--- src/rtl/rf_write_arbiter.sv ---
// rf_write_arbiter
//
// Shares the single register-file write port between the writeback stage
// (WB, never back-pressured per write) and the multiply/divide unit (MDU,
// valid/ready). One MDU result is buffered and written in the first cycle
// WB leaves the port idle. If WB keeps the port busy for STARVE_MAX cycles
// while a result waits, the pipeline is stalled for one cycle and the
// buffer is written. WB then re-presents its held write in the next cycle.
//
// Parameters:
//   AWL        register address width
//   DWL        data width
//   STARVE_MAX consecutive WB-won cycles tolerated with a buffered result (1..15)
//   ZERO_RO    1: writes to register 0 are suppressed (handshake still completes)
//
// Ports:
//   CLK, RST                   clock, asynchronous active-high reset
//   WB_WE/WB_WA/WB_WD          writeback write request (held while STALL=1)
//   MDU_VALID/MDU_WA/MDU_WD    MDU result offer
//   MDU_READY                  arbiter can accept an MDU result this cycle
//   RFWE/RFWA/RFWD             register file write port
//   STALL                      freezes the pipeline this cycle
//   GNT_MDU                    current RF write comes from the MDU buffer

module rf_write_arbiter #(
   parameter int AWL        = 5,
   parameter int DWL        = 32,
   parameter int STARVE_MAX = 3,
   parameter bit ZERO_RO    = 1'b1
) (
   input  logic           CLK,
   input  logic           RST,
   input  logic           WB_WE,
   input  logic [AWL-1:0] WB_WA,
   input  logic [DWL-1:0] WB_WD,
   input  logic           MDU_VALID,
   input  logic [AWL-1:0] MDU_WA,
   input  logic [DWL-1:0] MDU_WD,
   output logic           MDU_READY,
   output logic           RFWE,
   output logic [AWL-1:0] RFWA,
   output logic [DWL-1:0] RFWD,
   output logic           STALL,
   output logic           GNT_MDU
);

   typedef enum logic [1:0] {IDLE, WAIT, FORCE} state_t;

   localparam logic [3:0] SCNT_LIM = 4'(STARVE_MAX);

   state_t         state;
   logic           buf_v;
   logic [AWL-1:0] buf_a;
   logic [DWL-1:0] buf_d;
   logic [3:0]     scnt;

   logic           accept;
   logic           grant_buf;
   logic           sel_we;
   logic [AWL-1:0] sel_a;
   logic [DWL-1:0] sel_d;

   // Register 0 is hard-wired: drop the enable but let everything else
   // behave as if the write happened.
   function automatic logic mask_we(input logic we, input logic [AWL-1:0] wa);
      return we && !(ZERO_RO && (wa == '0));
   endfunction

   assign MDU_READY = !buf_v && !RST;
   assign accept    = MDU_VALID && MDU_READY;

   // STALL comes straight from the registered state so it cannot glitch.
   assign STALL     = (state == FORCE);

   // The buffer owns the port when WB is idle, or unconditionally in FORCE.
   assign grant_buf = (state == FORCE) || ((state == WAIT) && !WB_WE);

   always_comb begin
      sel_we = WB_WE;
      sel_a  = WB_WA;
      sel_d  = WB_WD;
      if (grant_buf) begin
         sel_we = 1'b1;
         sel_a  = buf_a;
         sel_d  = buf_d;
      end
   end

   // State is already IDLE during reset; the RST gating keeps the port quiet
   // even before the first clock after reset assertion.
   assign RFWE    = !RST && mask_we(sel_we, sel_a);
   assign RFWA    = RST ? '0 : sel_a;
   assign RFWD    = RST ? '0 : sel_d;
   assign GNT_MDU = grant_buf && !RST;

   always_ff @(posedge CLK or posedge RST) begin
      if (RST) begin
         state <= IDLE;
         buf_v <= 1'b0;
         scnt  <= 4'd0;
      end else begin
         case (state)
            IDLE: begin
               if (accept) begin
                  state <= WAIT;
                  buf_v <= 1'b1;
                  scnt  <= 4'd0;
               end
            end
            WAIT: begin
               if (!WB_WE) begin
                  state <= IDLE;
                  buf_v <= 1'b0;
                  scnt  <= 4'd0;
               end else begin
                  scnt <= scnt + 4'd1;
                  if (scnt + 4'd1 == SCNT_LIM) state <= FORCE;
               end
            end
            FORCE: begin
               state <= IDLE;
               buf_v <= 1'b0;
               scnt  <= 4'd0;
            end
            default: begin
               state <= IDLE;
               buf_v <= 1'b0;
               scnt  <= 4'd0;
            end
         endcase
      end
   end

   // Payload only; its validity is tracked by buf_v.
   always_ff @(posedge CLK) begin
      if (accept) begin
         buf_a <= MDU_WA;
         buf_d <= MDU_WD;
      end
   end

endmodule

--- config.mk ---
export PLATFORM = sky130hd
export DESIGN_NAME = rf_write_arbiter
export DESIGN_NICKNAME = d
export VERILOG_FILES = /design/src/rtl/rf_write_arbiter.sv
export SDC_FILE = /design/constraint.sdc
export NUM_CORES = 1
export LEC_CHECK = 0
export BUFFER_PORTS_ARGS = -buffer_cell sky130_fd_sc_hd__buf_2
export CORE_ASPECT_RATIO = 0.5
export CORE_MARGIN = 2
export CORE_UTILIZATION = 30
export CTS_CLUSTER_SIZE = 16
export DETAILED_ROUTE_END_ITERATION = 12
export PLACE_DENSITY = 0.6
export SLEW_MARGIN = 0
export SYNTH_ARGS = -nofsm -noshare
export SYNTH_HDL_FRONTEND = slang
export SYNTH_SLANG_ARGS = --single-unit
--- constraint.sdc ---
create_clock -name CLK -period 10.8 [get_ports CLK]
set_input_delay 2.16 -clock CLK [delete_from_list [all_inputs] [get_ports CLK]]
set_output_delay 2.16 -clock CLK [all_outputs]
set_load 0.01 [all_outputs]
Word-level counts from Yosys, hierarchy flattened
Cells that the tools add are included.
- multipliers: 0
- order comparisons: 0
- eq/ne operators: 6
- $add $sub $neg: 1
- reduce and logical (&&, ||, !) cells: 15
- divide/modulo/power cells: 0
- shifts and indexed selects: 0
- bitwise gates (word level): 0
- muxes and demuxes: 15
- operators by type and width (kind ; number):
    $mux W32 ; 2
    $mux W5 ; 2
    $mux W4 ; 2
    $pmux W4 S2 ; 1
    $logic_and A1 B1 Y1 ; 6
    $mux W2 ; 3
    $logic_not A5 Y1 ; 1
    $add A4 B1 Y4 const B ; 1
    $eq A4 B2 Y1 const B ; 1
    $logic_not A1 Y1 ; 4
    $ne A2 B2 Y1 const B ; 2
    $pmux W2 S2 ; 1
    $reduce_and A2 Y1 ; 2
    $mux W1 ; 3
    $ne A3 B2 Y1 const B ; 1
    $eq A2 B1 Y1 const B ; 1
    $eq A2 B2 Y1 const B ; 1
    $logic_not A2 Y1 ; 1
    $pmux W1 S2 ; 1
    $logic_or A1 B1 Y1 ; 1
- latch bits: 0
- memory bits (writable): 0
- bits of input ports: 78
- register bits after elaboration: 44
- bits in read-only memories: 0
- memories: 0

Longest topological paths before layout
- word-level depth: 8
- mapped depth: 7
- gate-level depth less buffers: 5

Least setup slack after synthesis
Ideal clock, no wire load.
- path kind: input to register
- from: in RST
- to: reg state[0]
- stages: 4
- path buffers: 1
- path slack: 4.696 ns
- data arrival time: 5.990 ns
- setup time: 0.114 ns
- data required time: 10.686 ns
- path through: clkbuf_1 -> nor3b_1 -> nor3_1 -> o32ai_1
- longest elaborated chain between the ends: 5
- RTL lines (element ; RTL line ; RTL):
    start: declaration ; 32 ; input logic RST,
    $logic_not A1 Y1 (no line) ; -- ;
    $logic_and A1 B1 Y1 ; 69 ; assign MDU_READY = !buf_v && !RST;
    $logic_and A1 B1 Y1 ; 70 ; assign accept = MDU_VALID && MDU_READY;
    via accept ; 57 ; logic accept;
    $ne A2 B2 Y1 (no line) ; -- ;
    $reduce_and A2 Y1 (no line) ; -- ;
    end signal: assignment ; 98 ; state <= IDLE;
    end signal: assignment ; 105 ; state <= WAIT;
    end signal: assignment ; 112 ; state <= IDLE;
    end: declaration ; 51 ; state_t state;
The timed path passes the listed nets, and every way through them passes these cells.
A chain may end at the register's enable or synchronous reset.

Final worst setup path
- from: in WB_WE
- to: out RFWE
- longest elaborated chain between the ends: 8
- elaborated cells on any way between the ends: 9
- classes of those cells: 2 x mux; 7 x reduce/logical
- RTL lines (element ; RTL line ; RTL):
    start: declaration ; 33 ; input logic WB_WE,
    $logic_not A1 Y1 ; -- ;
    $logic_and A1 B1 Y1 ; 76 ; assign grant_buf = (state == FORCE) || ((state == WAIT) && !WB_WE);
    $logic_or A1 B1 Y1 ; 76 ;
    $mux W5 ; 82 ; if (grant_buf) begin
    $logic_not A5 Y1 ; 66 ; return we && !(ZERO_RO && (wa == '0));
    $logic_not A1 Y1 ; 66 ;
    $logic_and A1 B1 Y1 (*) ; 66 ;
    $logic_and A1 B1 Y1 (*) ; 91 ; assign RFWE = !RST && mask_we(sel_we, sel_a);
    end: declaration ; 40 ; output logic RFWE,
Every way passes the cells marked *; elsewhere a longest branch is shown, timed or not.

==> impl_metrics.py <==
metrics = {
    "worst_setup_path": {
        "cp_common_cell": "buf_2",
        "cpPeakStageDelay_ps": 860,
        "crit_path_start_kind": "input pin",
        "cp_max_fo": 34,
        "arrival_ps": 4240,
        "slowest_stage": "a21o_1",
        "cp.buffers_inverters": 2,
        "critPathRequiredTime_ps": 8640,
        "worstPathCellList": "buf_2, nor2_1, a21o_1, mux2i_1, and4_1, a211oi_2, buf_2",
        "crit_family": "compound AO/OA/AOI/OAI gates",
        "end_kind": "output port",
        "crit_type": "in2out",
    },
    "timing": {
        "period_share_pct": 59.28,
        "setup_viol": 0,
        "rsz0062_at_grt": "false",
        "finalClockSkew_ps": 1.931,
        "final.setup.tns_ps": 0,
        "maxSlewHeadroom_pct": 29.44,
        "whs_ps": 553.2,
        "hold_viol": 0,
        "worst_slew_pin_slew_ps": 1058,
        "fmax_mhz": 156.2,
        "slew_viol_final": 0,
        "period_minus_slack_ps": 6402,
    },
    "synthesis": {
        "yosys.area.top_type": "edfxtp_1",
        "syn_area_um2": 2081,
        "synth.distinct_cells": 27,
        "synth_area_leaders": "edfxtp_1 53%, nand2_1 13%, a21oi_1 8.4%, dfrtp_1 8.4%, mux2i_1 2.4%",
        "synth.ff_latch_count": 44,
        "synthesis.nets": 287,
        "synth.avg_cell_area_um2": 10.05,
        "ys_seq_area_share_pct": 61.82,
        "netlist.area_leader.share_pct": 53.40,
        "netlist_instances": 207,
        "yosysWarnings": 0,
    },
    "drt": {
        "wl_met1_um": 2070,
        "drtIter0Drc": 112,
        "wl_met3_um": 181,
        "antenna_left": 0,
        "top_layer": "met4",
        "wl_met2_um": 2785,
        "drcViolationCount": 0,
        "viasPerCell": 4.402,
        "routed_wl_um": 5107,
        "wl_per_cell_um": 12.37,
        "firstDrtPassIters": 4,
        "vias": 1818,
    },
    "clocking": {
        "clockBufferDepth": 2,
        "htree_levels": 2,
        "cts_tree": "yes",
        "ctsResizeCount": 0,
        "cts_num_sinks": 44,
        "insertion_delay_ps": 270,
        "clk_pin_slew_ps": 60,
        "root_buffer": "clkbuf_16",
        "cts_buffers": 5,
        "ctsHoldBuffers": 0,
        "post_cts_buffers": 0,
    },
    "global_routing": {
        "grt_pass1_vias": 1787,
        "track_usage_pct": 13.02,
        "gr-total-overflow": 0,
        "antenna_found_initial": 0,
        "grt_max_degree": 43,
        "grt_pass1_wl_um": 7948,
    },
    "floorplanning": {
        "dieArea_um2": 7658,
        "start_util_pct": 31.06,
        "die_height_um": 62.89,
        "core_area_um2": 6700,
        "rows": 21,
        "ioPinCount": 119,
        "die-width_um": 121.8,
    },
    "placed_design": {
        "port_buffers": 118,
        "gp_congestion": 0.8441,
        "dpl_cell_area_um2": 2738,
        "dpl.hpwl_um": 3805,
    },
    "cells_and_area": {
        "drive_gt1_share_pct": 40.19,
        "final_common_cell": "buf_2",
        "nNetsFinal": 400,
        "stdcell_area_um2": 2874,
        "diodes": 0,
        "layout_common_cells": "118 x buf_2, 71 x nand2_1, 37 x edfxtp_1, 35 x a21oi_1, 12 x nor2_1",
        "area_growth_pct": 38.12,
    },
    "power": {
        "peakVddDrop_mv": 0.08566,
        "leakage_nw": 1.345,
        "powerDensity_nw_per_um2": 185.4,
        "power_mw": 0.5328,
    },
    "job": {
        "max_cap_violations": 0,
    },
    "status": {
        "run_status": "completed",
    },
    "worst_hold_path": {
        "hold_class": "reg2reg",
    },
}
[worst register-to-register path, cell delays in order, from the launching register on]
cell,delay (ps)
dfrtp_1,390
nor3b_2,60
buf_4,310
nor3_1,630
a21oi_1,150
a21oi_1,140
nor2_1,50
[where the power goes]
part	total, mW	switching (mW)	internal (mW)
Clock	0.140	0.0553	0.0850
Sequential	0.225	0.0163	0.208
Combinational	0.168	0.102	0.0660
Total	0.533	0.173	0.359
[registers in the layout, summed over array words and instances (netlist names)]
| signal | flops |
|---|---|
| scnt | 4 |
| buf_v | 1 |
| buf_a | 5 |
| buf_d | 32 |
| state | 2 |
[final timing paths]
kind	start	endpoint	slack, ps	cells past startpoint
worst min register to register	scnt[2]	scnt[2]	550	1
max in group asynchronous	RST	buf_v	8410	2
min in group asynchronous	RST	scnt[3]	2170	2
worst max register to register	buf_v	buf_v	8950	6
worst min-delay path	scnt[2]	scnt[2]	550	1
worst max-delay path	WB_WE	RFWE	4400	7
[final cells by class]
cell class                 instances  area [um2]
sequential                        44        1286
clock inverter                     1       3.754
inverter                           3       11.26
clock buffer                       7       132.6
tap                               92       115.1
fill                             659        3826
timing repair buffer             119       598.1
multi-input combinational        147       726.9
[cells in the mapped netlist (all sizes together)]
library cell and number:
a211oi 1, a21o 1, a21oi 36, and3 1
and4 1, buf 4, clkbuf 9, dfrtp 7
edfxtp 37, ha 2, inv 3, mux2i 5
nand2 71, nand3 3, nor2 12, nor2b 2
nor3 2, nor3b 1, o21a 1, o21ai 5
o32ai 1, or2 1, xor2 1
[stage by stage]
step | setup slack [ps] | std cells | util [%]
after floorplan | 4696 | 207 | -
after global placement | 4447 | 405 | 40.86
after detailed placement | 4344 | 405 | 40.86
after CTS | 4333 | 413 | 42.89
after global routing | 4177 | 413 | 42.89
final | 4398 | 413 | 42.89
[layer usage]
metal	GRT usage, %	up-vias
li1	-	932
met1	14.25	851
met2	24.93	27
met3	3.376	8
met4	3.305	0
met5	0	-
[logic make-up after synthesis]
group / after synthesis / synth area share, %
xor gates and xnor gates: 1 / 0.4210
DFF: 44 / 61.82
buffers and inverters: 16 / 3.487
muxes: 5 / 2.405
and+or+nand+nor: 94 / 18.52
adders and majority gates: 2 / 1.202
AOI/OAI and AO/OA: 45 / 12.15
Note: power is estimated with default switching activity, not from simulation.
